[config.mk]
export PLATFORM = sky130hd
export DESIGN_NAME = dm_host_ctrl_flat
export DESIGN_NICKNAME = d
export VERILOG_FILES = /design/src/rtl/dm_host_if.sv /design/src/rtl/dm_host_ctrl.sv /design/src/flat_wrapper.sv
export SDC_FILE = /design/constraint.sdc
export NUM_CORES = 1
export LEC_CHECK = 0
export ABC_AREA = 1
export BUFFER_PORTS_ARGS = -buffer_cell sky130_fd_sc_hd__buf_2
export CAP_MARGIN = 20
export CORE_ASPECT_RATIO = 0.8
export CORE_MARGIN = 10
export CORE_UTILIZATION = 59
export DETAILED_ROUTE_END_ITERATION = 7
export PLACE_DENSITY = 0.92
export SYNTH_ARGS = -nofsm -noshare
export SYNTH_HDL_FRONTEND = slang
export SYNTH_SLANG_ARGS = --single-unit
export TNS_END_PERCENT = 5
[constraint.sdc]
create_clock -name clock -period 2.3 [get_ports clock]
set_input_delay 0.23 -clock clock [delete_from_list [all_inputs] [get_ports clock]]
set_output_delay 0.23 -clock clock [all_outputs]
set_load 0.02 [all_outputs]
[src/rtl/dm_host_if.sv]
// Bus bundle between the data-memory host sequencer and its environment
// (image source, result sink, data memory port, processor status lines).
interface dm_host_if #(
  parameter int ADDR_W = 20
);
  // Streams use valid/ready: a byte moves on every rising edge where valid
  // and ready are both high; the sender holds data stable while valid && !ready.
  logic              start;
  logic [7:0]        in_data;
  logic              in_valid;
  logic              in_ready;
  logic [7:0]        out_data;
  logic              out_valid;
  logic              out_ready;
  logic [ADDR_W-1:0] dm_addr;
  logic [7:0]        dm_wdata;
  logic              dm_we;
  logic              dm_rd;
  logic [7:0]        dm_rdata;
  logic              end_process;
  logic [1:0]        status;
  logic              done;
  logic              err;

  modport master (
    input  start, in_data, in_valid, out_ready, dm_rdata, end_process,
    output in_ready, out_data, out_valid, dm_addr, dm_wdata, dm_we, dm_rd,
           status, done, err
  );

  modport slave (
    output start, in_data, in_valid, out_ready, dm_rdata, end_process,
    input  in_ready, out_data, out_valid, dm_addr, dm_wdata, dm_we, dm_rd,
           status, done, err
  );
endinterface

[src/rtl/dm_host_ctrl.sv]
// Host sequencer: load image into data memory, hand memory to the processor,
// then stream the result back out. Optional run watchdog: DMH_TIMEOUT_EN.
module dm_host_ctrl #(
  parameter int ADDR_W      = 20,
  parameter int IMG_BYTES   = 65536,
  parameter int OUT_BYTES   = 16384,
  parameter int OUT_BASE    = 65536,
  parameter int TIMEOUT_CYC = 1000000
) (
  input  logic       clock,
  input  logic       rst_n,
  dm_host_if.master  bus,
  output logic [1:0] state_dbg
);

  localparam int CW = ADDR_W + 1;
  localparam logic [CW-1:0] IMG_LAST = CW'(IMG_BYTES - 1);
  localparam logic [CW-1:0] OUT_LAST = CW'(OUT_BYTES - 1);
  localparam logic [CW-1:0] OUT_END  = CW'(OUT_BYTES);
  localparam logic [CW-1:0] OUT_BASE_C = CW'(OUT_BASE);

  // State encoding doubles as the status code seen by the memory mux.
  typedef enum logic [1:0] {
    S_IDLE   = 2'b00,
    S_LOAD   = 2'b10,
    S_RUN    = 2'b01,
    S_UNLOAD = 2'b11
  } state_t;

  state_t state, state_nxt;

  logic [CW-1:0] ld_cnt;
  logic [CW-1:0] rd_ptr;
  logic [CW-1:0] rd_issued;
  logic [CW-1:0] out_cnt;
  logic          armed;
  logic          inflight;
  logic [7:0]    fifo_mem [2];
  logic          fifo_wp;
  logic          fifo_rp;
  logic [1:0]    fifo_cnt;
  logic [1:0]    occ;

  logic accept, issue, pop, push, last_out, run_done, timeout;

  assign accept   = (state == S_LOAD) && bus.in_valid;
  assign pop      = (fifo_cnt != 2'd0) && bus.out_ready;
  assign push     = inflight;
  assign occ      = fifo_cnt + {1'b0, inflight};
  assign last_out = (state == S_UNLOAD) && pop && (out_cnt == OUT_LAST);
  assign run_done = (state == S_RUN) && armed && bus.end_process;
  // A pop this cycle frees a slot, so a read may issue against it; this keeps
  // one byte per cycle with out_ready held high without ever overflowing.
  assign issue    = (state == S_UNLOAD) && (rd_issued < OUT_END) &&
                    (occ < (2'd2 + {1'b0, pop}));
  assign state_dbg = state;

`ifdef DMH_TIMEOUT_EN
  localparam logic [31:0] TO_LAST = 32'(TIMEOUT_CYC - 1);
  logic [31:0] run_cnt;
  logic        err_q;

  assign timeout = (state == S_RUN) && !run_done && (run_cnt == TO_LAST);
  assign bus.err = err_q;

  always_ff @(posedge clock or negedge rst_n) begin
    if (!rst_n) begin
      run_cnt <= '0;
      err_q   <= 1'b0;
    end else begin
      run_cnt <= (state == S_RUN) ? run_cnt + 32'd1 : 32'd0;
      if ((state == S_IDLE) && bus.start) err_q <= 1'b0;
      else if (timeout)                   err_q <= 1'b1;
    end
  end
`else
  assign timeout = 1'b0;
  assign bus.err = 1'b0;
`endif

  always_ff @(posedge clock or negedge rst_n) begin
    if (!rst_n) state <= S_IDLE;
    else        state <= state_nxt;
  end

  always_comb begin
    state_nxt = state;
    case (state)
      S_IDLE:   if (bus.start) state_nxt = S_LOAD;
      S_LOAD:   if (accept && (ld_cnt == IMG_LAST)) state_nxt = S_RUN;
      S_RUN: begin
        if (run_done)     state_nxt = S_UNLOAD;
        else if (timeout) state_nxt = S_IDLE;
      end
      S_UNLOAD: if (last_out) state_nxt = S_IDLE;
      default:  state_nxt = S_IDLE;
    endcase
  end

  always_comb begin
    bus.status    = state;
    bus.in_ready  = (state == S_LOAD);
    bus.dm_we     = accept;
    bus.dm_rd     = issue;
    bus.dm_wdata  = 8'd0;
    bus.dm_addr   = '0;
    bus.out_valid = (fifo_cnt != 2'd0);
    bus.out_data  = 8'd0;
    bus.done      = last_out;
    if (accept) begin
      bus.dm_addr  = ld_cnt[ADDR_W-1:0];
      bus.dm_wdata = bus.in_data;
    end else if (issue) begin
      bus.dm_addr  = rd_ptr[ADDR_W-1:0];
    end
    if (fifo_cnt != 2'd0) bus.out_data = fifo_mem[fifo_rp];
  end

  always_ff @(posedge clock or negedge rst_n) begin
    if (!rst_n) begin
      ld_cnt      <= '0;
      rd_ptr      <= '0;
      rd_issued   <= '0;
      out_cnt     <= '0;
      armed       <= 1'b0;
      inflight    <= 1'b0;
      fifo_mem[0] <= 8'd0;
      fifo_mem[1] <= 8'd0;
      fifo_wp     <= 1'b0;
      fifo_rp     <= 1'b0;
      fifo_cnt    <= 2'd0;
    end else begin
      if ((state == S_IDLE) && bus.start) ld_cnt <= '0;
      else if (accept)                    ld_cnt <= ld_cnt + 1'b1;

      // Arming on a low level first ignores a completion flag left high.
      if (state != S_RUN)        armed <= 1'b0;
      else if (!bus.end_process) armed <= 1'b1;

      if (run_done) begin
        rd_ptr    <= OUT_BASE_C;
        rd_issued <= '0;
        out_cnt   <= '0;
      end else begin
        if (issue) begin
          rd_ptr    <= rd_ptr + 1'b1;
          rd_issued <= rd_issued + 1'b1;
        end
        if (pop) out_cnt <= out_cnt + 1'b1;
      end

      inflight <= issue;
      if (push) begin
        fifo_mem[fifo_wp] <= bus.dm_rdata;
        fifo_wp           <= ~fifo_wp;
      end
      if (pop) fifo_rp <= ~fifo_rp;
      fifo_cnt <= fifo_cnt + {1'b0, push} - {1'b0, pop};
    end
  end

endmodule

[src/flat_wrapper.sv]
// flat-port wrapper written by rule: the top's interface ports become plain ports
module dm_host_ctrl_flat 
#(
  parameter int ADDR_W      = 20,
  parameter int IMG_BYTES   = 65536,
  parameter int OUT_BYTES   = 16384,
  parameter int OUT_BASE    = 65536,
  parameter int TIMEOUT_CYC = 1000000
)
  (clock, rst_n, state_dbg, bus_start, bus_in_data, bus_in_valid, bus_out_ready, bus_dm_rdata, bus_end_process, bus_in_ready, bus_out_data, bus_out_valid, bus_dm_addr, bus_dm_wdata, bus_dm_we, bus_dm_rd, bus_status, bus_done, bus_err);
  dm_host_if #(.ADDR_W(ADDR_W)) bus_i ();
  input  logic clock;
  input  logic rst_n;
  output logic [1:0] state_dbg;
  input wire logic [$bits(bus_i.start)-1:0] bus_start;
  input wire logic [$bits(bus_i.in_data)-1:0] bus_in_data;
  input wire logic [$bits(bus_i.in_valid)-1:0] bus_in_valid;
  input wire logic [$bits(bus_i.out_ready)-1:0] bus_out_ready;
  input wire logic [$bits(bus_i.dm_rdata)-1:0] bus_dm_rdata;
  input wire logic [$bits(bus_i.end_process)-1:0] bus_end_process;
  output wire logic [$bits(bus_i.in_ready)-1:0] bus_in_ready;
  output wire logic [$bits(bus_i.out_data)-1:0] bus_out_data;
  output wire logic [$bits(bus_i.out_valid)-1:0] bus_out_valid;
  output wire logic [$bits(bus_i.dm_addr)-1:0] bus_dm_addr;
  output wire logic [$bits(bus_i.dm_wdata)-1:0] bus_dm_wdata;
  output wire logic [$bits(bus_i.dm_we)-1:0] bus_dm_we;
  output wire logic [$bits(bus_i.dm_rd)-1:0] bus_dm_rd;
  output wire logic [$bits(bus_i.status)-1:0] bus_status;
  output wire logic [$bits(bus_i.done)-1:0] bus_done;
  output wire logic [$bits(bus_i.err)-1:0] bus_err;
  assign bus_i.start = bus_start;
  assign bus_i.in_data = bus_in_data;
  assign bus_i.in_valid = bus_in_valid;
  assign bus_i.out_ready = bus_out_ready;
  assign bus_i.dm_rdata = bus_dm_rdata;
  assign bus_i.end_process = bus_end_process;
  assign bus_in_ready = bus_i.in_ready;
  assign bus_out_data = bus_i.out_data;
  assign bus_out_valid = bus_i.out_valid;
  assign bus_dm_addr = bus_i.dm_addr;
  assign bus_dm_wdata = bus_i.dm_wdata;
  assign bus_dm_we = bus_i.dm_we;
  assign bus_dm_rd = bus_i.dm_rd;
  assign bus_status = bus_i.status;
  assign bus_done = bus_i.done;
  assign bus_err = bus_i.err;
  dm_host_ctrl #(.ADDR_W(ADDR_W), .IMG_BYTES(IMG_BYTES), .OUT_BYTES(OUT_BYTES), .OUT_BASE(OUT_BASE), .TIMEOUT_CYC(TIMEOUT_CYC)) u_core (.clock(clock), .rst_n(rst_n), .bus(bus_i), .state_dbg(state_dbg));
endmodule
# Word-level counts from Yosys, hierarchy flattened

Index checks and enable logic that the tools add are counted.

Mux-type cells: 25
Bitwise gates (word level): 4
$add $sub $neg: 7
Eq/ne operators: 11
Reductions and logical operators: 17
$lt $le $gt $ge: 5

Operators with widths:

| operator              | number |
|---|---|
| $mux 21               | 8 |
| $add 21x1->21 const B | 4 |
| $mux 8                | 6 |
| $mux 20               | 2 |
| $eq 21x14->1 const B  | 1 |
| $eq 21x16->1 const B  | 1 |
| $lt 21x15->1 const B  | 1 |
| $bwmux 16             | 1 |
| $logic_and 1x1->1     | 11 |
| $demux 8 s1           | 1 |
| $mux 2                | 4 |
| $ne 2x1->1 const B    | 4 |
| $pmux 2 s4            | 1 |
| $reduce_bool 2->1     | 4 |
| $eq 2x2->1 const B    | 2 |
| $ge 2x2->1 const B    | 2 |
| $ne 2x2->1 const B    | 2 |
| $not 1->2             | 2 |
| $reduce_and 4->1      | 1 |
| $add 2x1->2           | 1 |
| $add 2x1->2 const A   | 1 |
| $eq 2x1->1 const B    | 1 |
| $logic_not 2->1       | 1 |
| $lt 2x1->1 const B    | 1 |
| other kinds (4)       | 6 |

Flip-flop bits (word level): 108
Output and inout port bits: 46
Input port bits: 22
Logic and storage cells: 81

# Depth between registers and ports, before layout

Gate-level depths: netlist (run 1).

Word-level depth: 7
Gate-level depth with buffers: 13
Gate-level depth less buffers: 12

# Worst setup path after synthesis (run 1)

OpenSTA, ideal clock, no wires.

Path type: reg-to-output
From: register u_core.fifo_cnt[0]
To: output bus_dm_addr[12]
Stages on the path, launching flop included: 12
Data required time: 2.070 ns
Arrival: 2.183 ns
Setup slack: -0.113 ns
Path buffers: 1
Cell sequence: dfrtp_1 -> ha_1 -> inv_1 -> ha_1 -> inv_1 -> ha_1 -> nor2_2 -> nand2_1 -> nor2_4 -> buf_6 -> inv_2 -> o31ai_1

Longest elaborated chain between the ends: 7
Elaborated cells on any way between the ends: 8
Those cells by class: 2 x add/sub; 1 x order compare; 2 x mux; 3 x reduce/logical

Ends and longest elaborated chain:

| what                   | line                | text |
|---|---|---|
| start, declared        | dm_host_ctrl.sv:41  | `logic [1:0] fifo_cnt;` |
| start signal, assigned | dm_host_ctrl.sv:158 | `fifo_cnt <= fifo_cnt + {1'b0, push} - {1'b0, pop};` |
| $reduce_bool 2->1      | dm_host_ctrl.sv:47  | `assign pop = (fifo_cnt != 2'd0) && bus.out_ready;` |
| $logic_and 1x1->1      | dm_host_ctrl.sv:47  |  |
| $add 2x1->2            | dm_host_ctrl.sv:55  | `(occ < (2'd2 + {1'b0, pop}));` |
| $lt 2x2->1 (*)         | dm_host_ctrl.sv:55  |  |
| $logic_and 1x1->1 (*)  | dm_host_ctrl.sv:54  | `assign issue = (state == S_UNLOAD) && (rd_issued < OUT_END) &&` |
| $mux 20 (*)            | dm_host_ctrl.sv:113 | `end else if (issue) begin` |
| $mux 20 (*)            | dm_host_ctrl.sv:110 | `if (accept) begin` |
| end, declared          | flat_wrapper.sv:24  | `output wire logic [$bits(bus_i.dm_addr)-1:0] bus_dm_addr;` |

Mark *: on every way between the ends. The rest lies on a longest branch, timed or not.

# Worst setup path after layout (run 1)

From: register u_core.fifo_cnt[0]
To: output bus_dm_addr[13]

The elaborated chain is that of the path after synthesis.

==> results by group, run 1 <==
GRT
  – First-pass GRT wire length: 25000 microns
  – Vias in the first global route: 5296
  – Initial antenna violation count: 0
  – GRT Util Overall: 19.7%
  – Largest net degree at the start of global routing: 42
  – GRT Residual Overflow: 0

Pwr
  – Worst VDD drop: 0.757 mV
  – Static leakage: 3.61 nW
  – Power Dens Cells: 1040 nW/um^2

Synth
  – Synthesized net count: 872
  – Post-synth ARST share: 100%
  – Avg Inst Size Synth: 7.24 sq um
  – Synth unique cells: 37
  – Seq/Total Area, Yosys: 44.1%
  – Post-synth EDFFs: 0
  – Syn Inst Count: 839
  – Dominant cells by area after synthesis: dfrtp_1, nand2_1, inv_1, nor2_1, o21ai_0
  – Area leader, netlist: dfrtp_1
  – Mapped Area: 6070 sq um
  – Yosys top cell area share: 44.1%
  – Warnings from Yosys: 0
  – Synth Register Bits: 107
  – Main synth FF type: dfrtp_1

Floorplanning
  – FP Rows: 33
  – Die extent in y: 111 microns
  – Starting Density: 59.8%
  – Total die area: 14800 sq um
  – Placeable Area: 10200 sq um
  – Top-Level Pins: 68
  – Die width: 133 microns

STA
  – Final Worst Setup Slack: -0.244 ns
  – Fin Hold WS: 0.0973 ns
  – Final hold violation count: 0
  – Worst-margin pin slew: 0.537 ns
  – RSZ-0062 raised after global routing: true
  – Clock Skew: 0.00690 ns
  – Max Slew Vio Count: 0
  – Post-route minimum period: 2.54 ns
  – Max Clk Rate: 0.393 GHz
  – Final Cycle Share: 111%
  – Final count of negative-setup-slack endpoints: 21
  – Slew HR: 64.2%

Outcome
  – Failing checks: negative setup slack
  – Status: complete, but fails checks

Route
  – DR WL/cell: 13.8 microns
  – Drt initial violations: 592
  – WL met3: 1330 microns
  – Post-route DRC: 0
  – Via count: 5761
  – Detail Route Antenna Nets: 0
  – Top sig layer: met4
  – Met2 WL post-DR: 6720 microns
  – Vias per cell: 5.45
  – Post-Route WL: 14600 microns
  – Drt first pass iters: 5
  – DRT met1 WL: 6380 microns

Clock tree
  – Htree depth: 3
  – Clock Tree Root: clkbuf_16
  – Clk_lat worst skew: 0.35 ns
  – CTS tree: yes
  – Number of CTS-inserted buffers: 9
  – CTS Buffer Depth: 2
  – Clk sinks: 107
  – Worst-path clk slew: 0.07 ns

Layout
  – Util after Layout: 69.0%
  – Share of post-route cells with drive strength above 1: 15.0%
  – Fin nets: 946
  – Diodes inserted: 0
  – Area Growth Syn to Fin: 15.3%
  – Post-route cell area: 7000 sq um

Worst setup path
  – Worst path required time: 2.07 ns
  – Worst R2R Path Depth: 13
  – CP startpoint kind: register
  – CP Capture Type: output pin
  – Worst Path Arrival: 2.31 ns
  – Largest fanout on the critical path: 12
  – Worst Setup Path Type: reg2out

Placed design
  – Post-DP HPWL: 10500 microns
  – GPL Wtd Cong: 0.978
  – Placement Cell Area: 6620 sq um
  – Port-buffer cells: 66

Min path
  – Hold Path Depth: 2
  – HP Class: in2reg

Job
  – Max_cap viols: 0
[cells in the final DEF, fill, tap and decap left out, types with 7 or more instances in the layout]
cell	count
a21oi_1	43
buf_2	51
o21ai_0	52
inv_1	115
nand4_1	23
nand3_1	56
nand2_1	192
o21ai_1	13
o31ai_1	7
ha_1	11
clkbuf_16	9
nor3_1	27
nor2_1	113
buf_4	29
dfrtp_1	107
[sequential cells by signal, summed over array words and instances (netlist names)]
signal	count
u_core.fifo_rp	1
u_core.rd_ptr	20
u_core.fifo_cnt	2
u_core.out_cnt	21
u_core.rd_issued	21
u_core.armed	1
u_core.bus.status	2
u_core.fifo_mem	16
u_core.inflight	1
u_core.fifo_wp	1
u_core.ld_cnt	21
[final timing paths]
check	start	endpoint	slack, ns
max in group asynchronous	rst_n	u_core.ld_cnt[11]	1.27
min reg2reg	u_core.rd_issued[19]	u_core.rd_issued[19]	0.47
max reg2reg	u_core.fifo_cnt[0]	u_core.rd_ptr[6]	0.16
min in group asynchronous	rst_n	u_core.out_cnt[6]	0.40
max	u_core.fifo_cnt[0]	bus_dm_addr[13]	-0.24
min	bus_end_process	u_core.armed	0.1
[cell families (layout without fill, tap and decap cells)]
kind of cell | Yosys count | after routing | synth area share, %
other | 1 | 1 | 0.0617
buffers and inverters | 146 | 225 | 9.62
AOI/OAI and AO/OA | 129 | 129 | 11.4
and+or+nand+nor | 440 | 440 | 31.8
DFF | 107 | 107 | 44.1
adders and majority gates | 11 | 11 | 2.27
xor gates and xnor gates | 5 | 5 | 0.721
[report_power, final]
part           leakage, nW  internal, mW  switching, mW  total (mW)
Sequential            1.37          2.47          0.523        2.99
Combinational         2.10          1.01           1.87        2.89
Clock                0.136         0.740          0.696        1.44
Total                 3.60          4.22           3.09        7.31
[cell type report]
cell class / instances / area [sq um]
sequential: 107 / 2680
timing repair buffer: 87 / 559
inverter: 122 / 458
clock inverter: 7 / 52.6
multi-input combinational: 586 / 2860
fill: 848 / 3150
tap: 140 / 175
clock buffer: 9 / 225
[critical path, stage by stage, from the launching register on]
cell	delay, ns
dfrtp_1	0.38
ha_1	0.29
inv_1	0.06
ha_1	0.13
inv_1	0.04
ha_1	0.17
nor2_2	0.11
nand2_2	0.07
nor2_4	0.16
buf_6	0.18
nand3_1	0.10
o21ai_2	0.10
buf_4	0.16
[stage by stage]
step | setup WS, ns | std cells | total power [mW] | TNS (ns)
floorplan | -0.113 | 839 | 4.90 | -0.791
global placement | 0.0751 | 1040 | 5.67 | 0
detailed placement | -0.0103 | 1040 | 5.78 | -0.0103
CTS | -0.257 | 1058 | 7.31 | -4.44
global route | -0.406 | 1058 | 7.88 | -7.36
finish | -0.244 | 1058 | 7.31 | -4.20
[layer usage]
metal  track usage [%]  vias to the layer above
met4              5.58                        0
met5                 0                        -
met2              30.2                      240
met3              5.84                       23
li1                  -                     2843
met1              26.3                     2655
[cell usage after synthesis, types with 8 or more instances]
cell type,n
nand4_1,23
buf_2,8
o21ai_0,63
nand2_1,193
a21oi_1,43
ha_1,11
dfrtp_1,107
clkbuf_1,8
inv_1,115
nor3_1,27
nand3_1,60
nor2_1,113
[repair_timing]
action | CTS | global route
setup endpoints to repair | 21 | 33
hold endpoints to repair | 38 | 0
setup buffers | 1 | 0
hold buffers | 1 | 0
pin swaps | 1 | 0
gates resized for setup | 33 | 5
No activity file was read; power rests on OpenSTA's default activity.
==> run 2, diff against run 1 <==
--- a/config.mk
+++ b/config.mk
@@ -12,7 +12,7 @@
 export CORE_MARGIN = 10
 export CORE_UTILIZATION = 59
 export DETAILED_ROUTE_END_ITERATION = 7
-export PLACE_DENSITY = 0.92
+export PLACE_DENSITY = 0.8
 export SYNTH_ARGS = -nofsm -noshare
 export SYNTH_HDL_FRONTEND = slang
 export SYNTH_SLANG_ARGS = --single-unit
==> run 2 against run 1 <==
Largest power group is now combinational logic. Via count is 1.5% higher. Total power grew 4.0%. Largest cell class unchanged. Sequential cell count is the same. Sequential power hardly changed. Setup slack worse by 0.12 ns. The run still ends with negative setup slack left. Non-clock buffer count increased by 1. Highest routed layer unchanged. Final area rose by 2.7%. Register-to-register slack worse by 0.20 ns. Fmax down 4.4%. Die area stayed put.
==> results by group, run 2 (synthesis results as in run 1) <==
Worst setup path
  – Worst R2R Path Depth: 15 (+2)
  – Worst path required time: 2.07 ns (about the same)
  – CP startpoint kind: register
  – Largest fanout on the critical path: 5 (-7)
  – Worst Setup SP: u_core.inflight
  – R2R Setup Slk: -0.04 ns (-0.20 ns)
  – Worst Path Arrival: 2.43 ns (+0.12 ns)
  – Worst Setup Path Type: reg2out
  – CP Capture Type: output pin
  – R2r startpoint: u_core.inflight
  – R2R Path End: u_core.rd_ptr[3]
  – CP endpoint: bus_dm_addr[10]

Outcome
  – Status: complete, but fails checks
  – Failing checks: negative setup slack

Placed design
  – Post-DP HPWL: 11100 microns (+4.8%)
  – Placement Cell Area: 6580 sq um (-0.57%)
  – GPL Wtd Cong: 0.960 (-1.9%)
  – Port-buffer cells: 66 (unchanged)
  – Number of instances in the placed design: 1035 (-0.48%)

STA
  – RSZ-0062 raised after global routing: true
  – Max Slew Vio Count: 0 (unchanged)
  – Worst-margin pin slew: 0.523 ns (-0.0146 ns)
  – Final hold violation count: 0 (unchanged)
  – Final Worst Setup Slack: -0.361 ns (-0.117 ns)
  – Post-route minimum period: 2.66 ns (+0.117 ns)
  – Final Cycle Share: 116% (+5.1 points)
  – Clock Skew: 0.00524 ns (-0.00166 ns)
  – Slew HR: 65.1% (+0.89 points)
  – Max Clk Rate: 0.376 GHz (-4.4%)
  – Final count of negative-setup-slack endpoints: 22 (+4.8%)

Layout
  – Area Growth Syn to Fin: 18.4%
  – Layout Cells excl Fill: 1056 (-0.19%)
  – Fillers: 789 (-7.0%)
  – Post-route cell area: 7190 sq um (+2.7%)
  – Share of post-route cells with drive strength above 1: 17.4% (+2.3 points)
  – Fin nets: 947 (+0.11%)
  – Multi-input gate area: 2960 sq um (+3.7%)
  – Diodes inserted: 0 (unchanged)
  – Reg area: 2680 sq um (unchanged)
  – Most frequent cells in the layout: nand2_1, inv_1, nor2_1, dfrtp_1, nand3_1
  – Biggest regs: u_core.ld_cnt x21, u_core.out_cnt x21, u_core.rd_issued x21
  – Commonest non-fill, non-tap cell in the layout: nand2_1
  – Util after Layout: 70.8% (+1.8 points)

Min path
  – HP Class: in2reg
  – Min-delay src: bus_end_process

GRT
  – Largest net degree at the start of global routing: 42 (unchanged)
  – GRT Util Overall: 20.3% (+0.61 points)
  – Vias in the first global route: 5486 (+3.6%)
  – Initial antenna violation count: 0 (unchanged)
  – GRT Residual Overflow: 0 (unchanged)
  – First-pass GRT wire length: 25600 microns (+2.5%)

Floorplanning
  – FP Rows: 33 (unchanged)
  – Total die area: 14800 sq um (unchanged)
  – Placeable Area: 10200 sq um (unchanged)
  – Die width: 133 microns (unchanged)
  – Starting Density: 59.8% (unchanged)
  – Top-Level Pins: 68 (unchanged)
  – Die extent in y: 111 microns (unchanged)

Pwr
  – Worst VDD drop: 0.842 mV (+11%)
  – Final total power: 7.61 mW (+4.0%)
  – Power Dens Cells: 1060 nW/um^2 (+1.3%)
  – Static leakage: 3.64 nW (+0.87%)

Clock tree
  – Worst-path clk slew: 0.06 ns (about the same)
  – Clk sinks: 107 (unchanged)
  – CTS tree: yes
  – Clock Tree Root: clkbuf_16
  – CTS Buffer Depth: 2 (unchanged)
  – Number of CTS-inserted buffers: 9 (unchanged)
  – Clk_lat worst skew: 0.35 ns (about the same)
  – Htree depth: 3 (unchanged)

Job
  – Max_cap viols: 0 (unchanged)

Route
  – Detail Route Antenna Nets: 0 (unchanged)
  – Post-route DRC: 0 (unchanged)
  – Vias per cell: 5.54 (+1.7%)
  – Via count: 5846 (+1.5%)
  – Drt first pass iters: 5 (unchanged)
  – DR WL/cell: 14.5 microns (+5.1%)
  – Post-Route WL: 15400 microns (+4.9%)
  – Drt initial violations: 753 (+27%)
-- run 2: where the power goes --
part / internal, mW / switching (mW) / total [mW]
combinational: 1.14 / 1.99 / 3.13
clock: 0.825 / 0.660 / 1.48
sequential: 2.47 / 0.526 / 2.99
-- run 2: per-stage QoR --
stage	hold WS, ns	setup slack, ns	TNS, ns
2_1_floorplan	-0.0656	-0.113	-0.791
3_3_place_gp	0.141	0.137	0
3_5_place_dp	0.143	0.0477	0
4_1_cts	0.0801	-0.272	-5.00
5_1_grt	0.0845	-0.476	-9.51
6_report	0.0867	-0.361	-6.34
-- run 2: worst min path at each step --
stage,to,cells after the start
6_report,u_core.armed,2
5_1_grt,u_core.armed,2
4_1_cts,u_core.armed,2
3_5_place_dp,u_core.fifo_mem[1],1
3_3_place_gp,u_core.fifo_mem[1],1
2_1_floorplan,u_core.armed,0
-- run 2: cell type report --
class,instances,share of cell area (%)
clock buffers,10,3.18
flip-flops and latches,107,37.2
well taps,140,2.44
multi-input cells,586,41.2
clock inverters,3,0.592
inverters,122,6.47
repair buffers,88,8.87
-- run 2: layer usage --
| layer | up-vias | wire length [microns] | track usage (%) |
|---|---|---|---|
| met5 | - | 0 | 0 |
| met4 | 0 | 241 | 6.37 |
| met2 | 261 | 7050 | 31.0 |
| met1 | 2707 | 6720 | 27.3 |
| li1 | 2845 | - | - |
| met3 | 33 | 1330 | 5.57 |
-- run 2: repair_timing --
item | 4_1_cts | 5_1_grt
endpoints found under the hold margin | 20 | 0
hold buffers | 1 | 0
gates resized for setup | 36 | 58
gates cloned | 0 | 1
pin swaps | 1 | 5
endpoints found under the setup margin | 21 | 50
setup buffers | 3 | 3
-- run 2: critical path: stages (launching register included) --
cell     delay, ns
dfrtp_1       0.40
ha_1          0.30
inv_1         0.07
ha_2          0.17
inv_2         0.04
ha_4          0.15
nor2_4        0.08
nand2_2       0.07
nor2_4        0.20
buf_12        0.15
buf_6         0.11
nand3_1       0.09
o21ai_1       0.11
buf_4         0.16
==> run 3, diff against run 2 <==
==> constraint.sdc (replaced) <==
create_clock -name clock -period 2.3 [get_ports clock]
set_input_delay 0.46 -clock clock [delete_from_list [all_inputs] [get_ports clock]]
set_output_delay 0.46 -clock clock [all_outputs]
set_load 0.02 [all_outputs]
==> run 3 against run 2 <==
The flow still finishes with violations (negative setup slack). Sequential cell count is the same. Die area stayed put. Wire length is 2.8% higher. Fmax is 3.9% lower. Sequential power hardly changed. Critical path depth is the same. Combinational power rose by 4%. Final area is 2.2% higher. Largest power group unchanged. Via count down 0.77%. Setup slack got worse by 0.11 ns. Register-to-register slack better by 0.12 ns. Total power up 4.5%.
==> results by group, run 3 (synthesis results as in run 1) <==
GRT
  – GRT Residual Overflow: 0 (unchanged)
  – GRT Util Overall: 21.3% (+0.98 points)
  – Vias in the first global route: 5549 (+1.1%)
  – Largest net degree at the start of global routing: 43 (+2.4%)
  – First-pass GRT wire length: 26600 microns (+3.8%)
  – Initial antenna violation count: 0 (unchanged)

Pwr
  – Power Dens Cells: 1080 nW/um^2 (+2.2%)
  – Worst VDD drop: 0.685 mV (-19%)
  – Final total power: 7.95 mW (+4.5%)
  – Static leakage: 3.68 nW (+1.3%)

Layout
  – Biggest regs: u_core.ld_cnt x21, u_core.out_cnt x21, u_core.rd_issued x21
  – Util after Layout: 72.4% (+1.6 points)
  – Reg area: 2680 sq um (about the same)
  – Diodes inserted: 0 (unchanged)
  – Multi-input gate area: 3010 sq um (+1.6%)
  – Area Growth Syn to Fin: 21.0%
  – Most frequent cells in the layout: nand2_1, inv_1, nor2_1, dfrtp_1, nand3_1
  – Fin nets: 945 (-0.21%)
  – Share of post-route cells with drive strength above 1: 17.2% (-0.13 points)
  – Fillers: 849 (+7.6%)
  – Commonest non-fill, non-tap cell in the layout: nand2_1

Route
  – DR WL/cell: 14.9 microns (+2.7%)
  – Drt first pass iters: 6 (+1)
  – Post-Route WL: 15800 microns (+2.8%)
  – Vias per cell: 5.49 (-0.86%)
  – Drt initial violations: 511 (-32%)
  – Via count: 5801 (-0.77%)
  – Detail Route Antenna Nets: 0 (unchanged)
  – Post-route DRC: 0 (unchanged)

Worst setup path
  – Critical-path cell list: ha_1 -> inv_1 -> ha_2 -> inv_2 -> ha_4 -> nor2_4 -> nand2_2 -> nor2_4 -> buf_12 -> buf_8 -> nand3_2 -> o21ai_1 -> buf_4
  – Worst path max stage delay: 0.39 ns (about the same)
  – CP startpoint kind: register
  – Largest fanout on the critical path: 6 (+1)
  – Worst path required time: 1.84 ns (-0.23 ns)
  – CP dominant cell by count: nor2_4
  – CP Capture Type: output pin
  – Worst Setup Path Type: reg2out
  – Worst Path Arrival: 2.31 ns (-0.12 ns)
  – Slowest-stage cell, CP: dfrtp_1

STA
  – Clock Skew: 0.00869 ns (+0.00345 ns)
  – Final hold violation count: 0 (unchanged)
  – Slew HR: 62.1% (-3.0 points)
  – Final Worst Setup Slack: -0.470 ns (-0.109 ns)
  – Worst-margin pin slew: 0.563 ns (+0.0406 ns)
  – RSZ-0062 raised after global routing: true
  – Final count of negative-setup-slack endpoints: 22 (unchanged)
  – Post-route minimum period: 2.77 ns (+0.109 ns)
  – Max Clk Rate: 0.361 GHz (-3.9%)
  – Final Cycle Share: 120% (+4.7 points)
  – Max Slew Vio Count: 0 (unchanged)

Placed design
  – Port-buffer cells: 66 (unchanged)
  – Post-DP HPWL: 11500 microns (+3.7%)
  – GPL Wtd Cong: 0.929 (-3.2%)

Clock tree
  – Htree depth: 3 (unchanged)
  – Worst-path clk slew: 0.07 ns (about the same)
  – Clk sinks: 107 (unchanged)
  – CTS Buffer Depth: 2 (unchanged)
  – Clk_lat worst skew: 0.35 ns (about the same)
  – Number of CTS-inserted buffers: 9 (unchanged)
  – CTS tree: yes
  – Clock Tree Root: clkbuf_16

Floorplanning
  – Total die area: 14800 sq um (unchanged)
  – Top-Level Pins: 68 (unchanged)
  – FP Rows: 33 (unchanged)
  – Die extent in y: 111 microns (unchanged)
  – Placeable Area: 10200 sq um (unchanged)
  – Die width: 133 microns (unchanged)
  – Starting Density: 59.8% (unchanged)

Min path
  – HP Class: in2async

Job
  – Max_cap viols: 0 (unchanged)

Outcome
  – Failing checks: negative setup slack
  – Status: complete, but fails checks
## run 3: worst paths after layout
path,startpoint,endpoint,slack (ns),depth (start not counted)
worst max-delay path,u_core.fifo_cnt[0],bus_dm_addr[2],-0.47,13
worst min register to register,u_core.rd_issued[19],u_core.rd_issued[19],0.47,2
min in group clock,bus_end_process,u_core.armed,0.30,2
worst min-delay path,rst_n,u_core.fifo_mem[5],0.11,1
max in group asynchronous,rst_n,u_core.bus.status[0],1.57,2
worst max register to register,u_core.fifo_cnt[0],u_core.rd_ptr[11],0.08,14
## run 3: timing repair
item                                    CTS  global route
hold endpoints to repair                  0             0
cloned                                    0             1
endpoints found under the setup margin   23            41
pin swaps                                 0             4
gates resized for setup                  50             8
buffers inserted                          0             1
hold buffers                              0             0
## run 3: critical path, delay by kind of cell (launching register included)
kind / cells / cell delay (ns)
AOI/OAI and AO/OA: 1 / 0.09
adders and majority gates: 3 / 0.61
buffers and inverters: 5 / 0.52
DFF: 1 / 0.39
and+or+nand+nor: 4 / 0.32
## run 3: final cells by class
class | instances | area share [%]
Tap cell | 140 | 2.38
Timing Repair Buffer | 86 | 9.43
Inverter | 122 | 6.33
Multi-Input combinational cell | 586 | 41.0
Sequential cell | 107 | 36.4
Clock inverter | 5 | 1.14
Clock buffer | 11 | 3.30
## run 3: routing by layer
layer	track usage, %	vias up	wire (microns)
met5	0	-	0
met3	3.99	23	929
met4	6.23	0	238
met1	29.0	2754	7060
met2	33.6	182	7550
li1	-	2842	-
## run 3: stage by stage
stage | setup TNS [ns] | cell area (sq um) | std cells | worst slack, ns | hold slack, ns
5_1_grt | -11.58 | 7350 | 1057 | -0.582 | 0.150
4_1_cts | -9.38 | 7300 | 1055 | -0.495 | 0.123
2_1_floorplan | -0.948 | 6210 | 839 | -0.0996 | 0.164
6_report | -9.33 | 7350 | 1057 | -0.470 | 0.106
3_3_place_gp | -2.04 | 6810 | 1039 | -0.152 | 0.450
3_5_place_dp | -3.09 | 6810 | 1039 | -0.202 | 0.454
## run 3: where the power goes
group          switching, mW  leakage, nW  total, mW  internal [mW]
registers              0.538         1.37       3.01           2.47
logic                   2.05         2.16       3.24           1.19
clock network          0.713        0.152       1.70          0.989
total                   3.30         3.68       7.95           4.65
